<file path="src/rtl/imem_loader_if.sv">
// Loader bus: byte-stream handshake in, instruction-memory init port and
// CPU status out. The loader uses the master view; the byte source / CPU
// side uses the slave view.
interface imem_loader_if;
  logic [7:0]  in_data;
  logic        in_valid;
  logic        in_ready;
  logic        initialize;
  logic [31:0] instruction_initialize_data;
  logic [31:0] instruction_initialize_address;
  logic        cpu_rst;
  logic        done;
  logic        error;
  logic [15:0] words_loaded;

  modport master (
    input  in_data,
    input  in_valid,
    output in_ready,
    output initialize,
    output instruction_initialize_data,
    output instruction_initialize_address,
    output cpu_rst,
    output done,
    output error,
    output words_loaded
  );

  modport slave (
    output in_data,
    output in_valid,
    input  in_ready,
    input  initialize,
    input  instruction_initialize_data,
    input  instruction_initialize_address,
    input  cpu_rst,
    input  done,
    input  error,
    input  words_loaded
  );
endinterface

</file>
<file path="src/rtl/imem_loader.sv">
// Program loader: takes a byte stream (16-bit big-endian word count, then
// that many big-endian 32-bit words) and writes each word into instruction
// memory at consecutive word addresses, holding the CPU in reset until the
// image is complete.
module imem_loader #(
  parameter logic [31:0] BASE_ADDR = 32'h0000_0000,
  parameter int          MAX_WORDS = 256
) (
  input  logic          clk,
  input  logic          rst,
  imem_loader_if.master bus
);

  typedef enum logic [2:0] {
    S_HDR0,
    S_HDR1,
    S_LOAD,
    S_WRITE,
    S_DONE,
    S_ERROR
  } state_t;

  localparam logic [16:0] MAX_WORDS_W = 17'(MAX_WORDS);

  state_t      r_state;
  state_t      w_state_next;

  // Only the three most recent bytes need keeping; the fourth arrives live.
  logic [23:0] r_word;
  logic [1:0]  r_byte_idx;
  logic [15:0] r_hdr_count;
  logic [15:0] r_words_loaded;
  logic [31:0] r_wr_data;
  logic [31:0] r_wr_addr;

  logic        w_in_ready;
  logic        w_accept;
  logic [31:0] w_word_next;
  logic [15:0] w_hdr_full;
  logic [16:0] w_words_inc;
  logic [31:0] w_wr_addr;
  logic        w_initialize;
  logic        w_cpu_rst;
  logic        w_done;
  logic        w_error;

  // Ready only in byte-consuming states, and never while reset is held.
  assign w_in_ready  = rst && ((r_state == S_HDR0) || (r_state == S_HDR1) ||
                               (r_state == S_LOAD));
  assign w_accept    = bus.in_valid && w_in_ready;
  assign w_word_next = {r_word, bus.in_data};
  // In HDR1 the header MSB is already the newest byte of the shift register.
  assign w_hdr_full  = w_word_next[15:0];
  assign w_words_inc = {1'b0, r_words_loaded} + 17'd1;
  // Byte address of the word about to be written; wraps at 32 bits.
  assign w_wr_addr   = BASE_ADDR + {14'd0, r_words_loaded, 2'b00};

  // State register.
  always_ff @(posedge clk) begin
    if (!rst) begin
      r_state <= S_HDR0;
    end else begin
      r_state <= w_state_next;
    end
  end

  // Next-state and state-decoded outputs.
  always_comb begin
    w_state_next = r_state;
    w_initialize = 1'b0;
    w_cpu_rst    = 1'b1;
    w_done       = 1'b0;
    w_error      = 1'b0;
    case (r_state)
      S_HDR0: begin
        if (w_accept) begin
          w_state_next = S_HDR1;
        end
      end
      S_HDR1: begin
        if (w_accept) begin
          if (w_hdr_full == 16'd0) begin
            w_state_next = S_DONE;
          end else if ({1'b0, w_hdr_full} > MAX_WORDS_W) begin
            w_state_next = S_ERROR;
          end else begin
            w_state_next = S_LOAD;
          end
        end
      end
      S_LOAD: begin
        if (w_accept && (r_byte_idx == 2'd3)) begin
          w_state_next = S_WRITE;
        end
      end
      S_WRITE: begin
        w_initialize = 1'b1;
        if (w_words_inc < {1'b0, r_hdr_count}) begin
          w_state_next = S_LOAD;
        end else begin
          w_state_next = S_DONE;
        end
      end
      S_DONE: begin
        w_cpu_rst = 1'b0;
        w_done    = 1'b1;
      end
      S_ERROR: begin
        w_error = 1'b1;
      end
      default: begin
        w_state_next = S_HDR0;
      end
    endcase
  end

  // Datapath: byte assembly, header capture, write-port registers, counters.
  always_ff @(posedge clk) begin
    if (!rst) begin
      r_word         <= 24'd0;
      r_byte_idx     <= 2'd0;
      r_hdr_count    <= 16'd0;
      r_words_loaded <= 16'd0;
      r_wr_data      <= 32'd0;
      r_wr_addr      <= BASE_ADDR;
    end else begin
      if (w_accept) begin
        r_word <= w_word_next[23:0];
      end
      if (w_accept && (r_state == S_HDR1)) begin
        r_hdr_count <= w_hdr_full;
      end
      if (w_accept && (r_state == S_LOAD)) begin
        r_byte_idx <= r_byte_idx + 2'd1;
        // Latch the completed word and its address for the WRITE cycle;
        // they then hold until the next word completes.
        if (r_byte_idx == 2'd3) begin
          r_wr_data <= w_word_next;
          r_wr_addr <= w_wr_addr;
        end
      end
      if (r_state == S_WRITE) begin
        r_words_loaded <= r_words_loaded + 16'd1;
      end
    end
  end

  assign bus.in_ready                       = w_in_ready;
  assign bus.initialize                     = w_initialize;
  assign bus.instruction_initialize_data    = r_wr_data;
  assign bus.instruction_initialize_address = r_wr_addr;
  assign bus.cpu_rst                        = w_cpu_rst;
  assign bus.done                           = w_done;
  assign bus.error                          = w_error;
  assign bus.words_loaded                   = r_words_loaded;

endmodule
</file>
<file path="src/flat_wrapper.sv">
// flat-port wrapper written by rule: the top's interface ports become plain ports
module imem_loader_flat 
#(
  parameter logic [31:0] BASE_ADDR = 32'h0000_0000,
  parameter int          MAX_WORDS = 256
)
  (clk, rst, bus_in_data, bus_in_valid, bus_in_ready, bus_initialize, bus_instruction_initialize_data, bus_instruction_initialize_address, bus_cpu_rst, bus_done, bus_error, bus_words_loaded);
  imem_loader_if bus_i ();
  input  logic clk;
  input  logic rst;
  input wire logic [$bits(bus_i.in_data)-1:0] bus_in_data;
  input wire logic [$bits(bus_i.in_valid)-1:0] bus_in_valid;
  output wire logic [$bits(bus_i.in_ready)-1:0] bus_in_ready;
  output wire logic [$bits(bus_i.initialize)-1:0] bus_initialize;
  output wire logic [$bits(bus_i.instruction_initialize_data)-1:0] bus_instruction_initialize_data;
  output wire logic [$bits(bus_i.instruction_initialize_address)-1:0] bus_instruction_initialize_address;
  output wire logic [$bits(bus_i.cpu_rst)-1:0] bus_cpu_rst;
  output wire logic [$bits(bus_i.done)-1:0] bus_done;
  output wire logic [$bits(bus_i.error)-1:0] bus_error;
  output wire logic [$bits(bus_i.words_loaded)-1:0] bus_words_loaded;
  assign bus_i.in_data = bus_in_data;
  assign bus_i.in_valid = bus_in_valid;
  assign bus_in_ready = bus_i.in_ready;
  assign bus_initialize = bus_i.initialize;
  assign bus_instruction_initialize_data = bus_i.instruction_initialize_data;
  assign bus_instruction_initialize_address = bus_i.instruction_initialize_address;
  assign bus_cpu_rst = bus_i.cpu_rst;
  assign bus_done = bus_i.done;
  assign bus_error = bus_i.error;
  assign bus_words_loaded = bus_i.words_loaded;
  imem_loader #(.BASE_ADDR(BASE_ADDR), .MAX_WORDS(MAX_WORDS)) u_core (.clk(clk), .rst(rst), .bus(bus_i));
endmodule
</file>
<file path="config.mk">
export PLATFORM = sky130hd
export DESIGN_NAME = imem_loader_flat
export DESIGN_NICKNAME = d
export VERILOG_FILES = /design/src/rtl/imem_loader_if.sv /design/src/rtl/imem_loader.sv /design/src/flat_wrapper.sv
export SDC_FILE = /design/constraint.sdc
export NUM_CORES = 1
export LEC_CHECK = 0
export BUFFER_PORTS_ARGS = -buffer_cell sky130_fd_sc_hd__buf_2
export CORE_UTILIZATION = 25
export CTS_CLUSTER_DIAMETER = 120
export DETAILED_ROUTE_END_ITERATION = 7
export SLEW_MARGIN = 20
export SYNTH_ARGS = -nofsm -noshare
export SYNTH_HDL_FRONTEND = slang
export SYNTH_SLANG_ARGS = --single-unit
export TNS_END_PERCENT = 20
</file>
<file path="constraint.sdc">
create_clock -name clk -period 3 [get_ports clk]
set_input_delay 0.3 -clock clk [delete_from_list [all_inputs] [get_ports clk]]
set_output_delay 0.3 -clock clk [all_outputs]
set_load 0.1 [all_outputs]
</file>
==> results.json <==
{
  "cts_tree": "done",
  "power.combinational.fraction": 0.112,
  "finalWirelength_um": 12000,
  "path_class": "reg -> reg",
  "grt_start_max_net_pins": 49,
  "required_ps": 3240,
  "yosys.area.top_type_share": 0.448,
  "run_status": "finished clean",
  "final.min_clock_period_ps": 2610,
  "internal_power_uw": 2220,
  "detail_route.wl_per_cell_um": 12.8,
  "cp.buffers_inverters": 1,
  "fillers": 2091,
  "critical_path_capture_point_type": "flop",
  "synth-xor-area-share": 0.0521,
  "post_synth.cell_area_avg_um2": 7.92,
  "clock_network_latency_to_the_later_pin_of_the_worst_skew_pair_ps": 350,
  "place.gp.congestion": 0.796,
  "post_cts.resized_instances": 0,
  "tns_ps": 0,
  "synth-async-reset-ratio": 0,
  "cp_top_family": "simple AND/OR/NAND/NOR gates",
  "yosysUniqueCellTypes": 50,
  "drc": 0,
  "yosys.area.top_type": "sky130_fd_sc_hd__dfxtp_1",
  "first_global_vias": 3586,
  "fin_skew_ps": 13.4,
  "slowest_stage": "sky130_fd_sc_hd__dfxtp_2",
  "core.rowCount": 50,
  "power_leakage_uw": 0.00221,
  "rsz_0062_raised_after_global_routing": "no",
  "dieHeight_um": 142,
  "regArea_um2": 2200,
  "floorplan.core_area_um2": 18900,
  "synth_top_cells_by_area": "sky130_fd_sc_hd__dfxtp_1 45%, sky130_fd_sc_hd__nand2_1 15%, sky130_fd_sc_hd__a21oi_1 7.3%",
  "io_pins": 96,
  "tightestPinTransition_ps": 637,
  "chipWidth_um": 142,
  "dr.pass1.iters": 4,
  "netlist_instances": 615,
  "final-setup-viol-count": 0,
  "clock-sinks": 109,
  "finish.cell_count_without_fillers": 938,
  "place.detailed.instances": 922,
  "holdCritPathClass": "in -> reg",
  "antenna_found_initial": 0,
  "period_share": 0.871,
  "grt.total_usage": 0.122,
  "worstSetupStartpoint": "u_core.bus.words_loaded[0]$_SDFFE_PN0P_",
  "yosys_warn_count": 0,
  "cts-buffers-inserted": 9,
  "cp_slowest_stage_delay_ps": 390,
  "post-synth-top-count-cell": "sky130_fd_sc_hd__nand2_1",
  "wire_length_of_the_first_global_routing_pass_um": 19300,
  "route.antenna.remaining_nets": 0,
  "peakVddDrop_v": 0.000289,
  "slew_violations": 0,
  "multiInputGateArea_um2": 2320,
  "crit_path_cell_trace": "ha_1 -> and3_1 -> nand4_1 -> buf_4 -> nor2_1 -> xor2_1 -> ha_1 -> nand4_1 -> nor2_1 -> a211oi_1 -> nand3_1 -> a32o_1",
  "net_load_switching_power_uw": 889,
  "synth_ff_type": "sky130_fd_sc_hd__dfxtp_1",
  "port_buffers": 79,
  "finalHoldViolCount": 0,
  "synth-seq-cells": 109,
  "post_cts_setup_driven_buffer_insertion_count": 0,
  "ys_top_cells_by_count": "190 x sky130_fd_sc_hd__nand2_1, 109 x sky130_fd_sc_hd__dfxtp_1, 71 x sky130_fd_sc_hd__a21oi_1, 28 x sky130_fd_sc_hd__nor2_1, 28 x sky130_fd_sc_hd__o21ai_0",
  "detailed_place.area_um2": 5390,
  "drt-initial-drc-count": 192,
  "yosysSeqAreaShare": 0.448,
  "muxShareOfSynthArea": 0.00205,
  "floorplan.initialDensity": 0.258,
  "critical_path_peak_fanout": 7,
  "pwr-share-seq": 0.495,
  "layout.cell_area.non_filler_um2": 5690,
  "via_count": 4016,
  "clk_pin_slew_worst_paths_ps": 70,
  "holdCritStartpoint": "bus_in_data[1]",
  "synth-edff-count": 0,
  "power.clock.fraction": 0.393,
  "maxCapViolations": 0,
  "timing.rr.start": "u_core.bus.words_loaded[0]$_SDFFE_PN0P_",
  "cts_hold_buffers": 0,
  "power_density_of_the_placed_cells_nw_per_um2": 547,
  "root_buffer": "sky130_fd_sc_hd__clkbuf_16",
  "via_density": 4.28,
  "r2r_slack_ps": 390,
  "p_sw_frac": 0.286,
  "area_growth_pct": 16.8,
  "achievable-frequency_mhz": 383,
  "grt_remaining_overflow": 0,
  "post_synth_and_or_nand_nor_area_fraction": 0.242,
  "crit_arrival_ps": 2860,
  "fin_nets": 701,
  "die_area_um2": 20000,
  "dominant_combinational_cell_family_by_area_after_synthesis": "simple AND/OR/NAND/NOR gates",
  "htreeDepth": 3,
  "area_fraction_in_compound_gates_after_synthesis": 0.124,
  "post_synth_instance_area_um2": 4870,
  "antenna_cells": 0,
  "slew_headroom": 0.575,
  "final_layout_size_suffix_gt1_frac": 0.193,
  "post_synth_fa_ha_maj_area_fraction": 0.0437,
  "dp.final_hpwl_um": 8410,
  "kind_of_launch_point_of_the_worst_setup_path": "flop",
  "cts-root-to-sink-buffers": 2
}
## sequential cells by signal (all words and copies together), names as in the netlist
register and flops:
u_core.bus.instruction_initialize_data 32, u_core.bus.words_loaded 16, u_core.r_state 3, u_core.r_word 24, u_core.r_byte_idx 2, u_core.r_hdr_count 16
u_core.bus.instruction_initialize_address 16
## cell type report
| type | instances | area share |
|---|---|---|
| inverter | 22 | 0.0147 |
| clock inverter | 5 | 0.0119 |
| timing repair buffer | 87 | 0.0801 |
| tap | 260 | 0.0572 |
| multi-input combinational | 444 | 0.409 |
| sequential | 109 | 0.386 |
| clock buffer | 11 | 0.0409 |
## metal layers
layer  vias up  track usage  part of all wire
li1       2087            -                 -
met1      1835        0.171              0.51
met2        86        0.185              0.44
met3         8       0.0361             0.050
met4         0       0.0238            0.0076
met5         -            0                 0
## power groups by stage
| stage | sequential [uW] | combinational, uW | clock (uW) |
|---|---|---|---|
| after floorplan | 1560 | 308 | 0 |
| after global placement | 1570 | 349 | 0 |
| after detailed placement | 1570 | 351 | 0 |
| after CTS | 1540 | 351 | 1260 |
| after global routing | 1540 | 380 | 1320 |
| final | 1540 | 348 | 1220 |
## tightest hold or removal path: stages
cell and delay [ps]:
sky130_fd_sc_hd__buf_2 120, sky130_fd_sc_hd__nand2_1 50, sky130_fd_sc_hd__o21ai_0 60
## final timing paths
kind | to | cells past startpoint
setup reg to reg | u_core.r_state[2]$_SDFFE_PN0P_ | 12
setup / recovery | u_core.r_state[2]$_SDFFE_PN0P_ | 12
hold / removal | u_core.r_word[1]$_SDFFE_PN0P_ | 3
hold reg to reg | u_core.bus.instruction_initialize_address[10]$_SDFFE_PN0P_ | 2
## cell usage in the layout, fill, tap and decap left out, types with 8 or more instances in the layout
cell type                   count
sky130_fd_sc_hd__a21oi_1       71
sky130_fd_sc_hd__buf_2         79
sky130_fd_sc_hd__buf_4          8
sky130_fd_sc_hd__clkbuf_16      9
sky130_fd_sc_hd__conb_1        16
sky130_fd_sc_hd__dfxtp_1       96
sky130_fd_sc_hd__dfxtp_2       13
sky130_fd_sc_hd__ha_1          17
sky130_fd_sc_hd__inv_1         18
sky130_fd_sc_hd__nand2_1      190
sky130_fd_sc_hd__nand3_1        8
sky130_fd_sc_hd__nand4_1        9
sky130_fd_sc_hd__nor2_1        28
sky130_fd_sc_hd__o21ai_0       28
sky130_fd_sc_hd__xnor2_1       18
sky130_fd_sc_hd__xor2_1        11
## per-stage QoR
step | utilization | setup slack, ps | hold WS, ps | total power [uW]
floorplan | - | -19.8 | 409 | 1860
global placement | 0.285 | 433 | 439 | 1920
detailed placement | 0.285 | 410 | 446 | 1920
CTS | 0.301 | 367 | 214 | 3150
global route | 0.301 | 138 | 221 | 3240
finish | 0.301 | 386 | 212 | 3110
## cell families (layout without fill, tap and decap cells)
logic type	Yosys count	count (layout)
compound gates	112	112
xor+xnor	29	29
fa+ha+maj	17	17
buf+inv	77	125
flops	109	109
mux	1	1
other cells	1	16
simple gates	269	269
No activity file was read; power rests on OpenSTA's default activity.
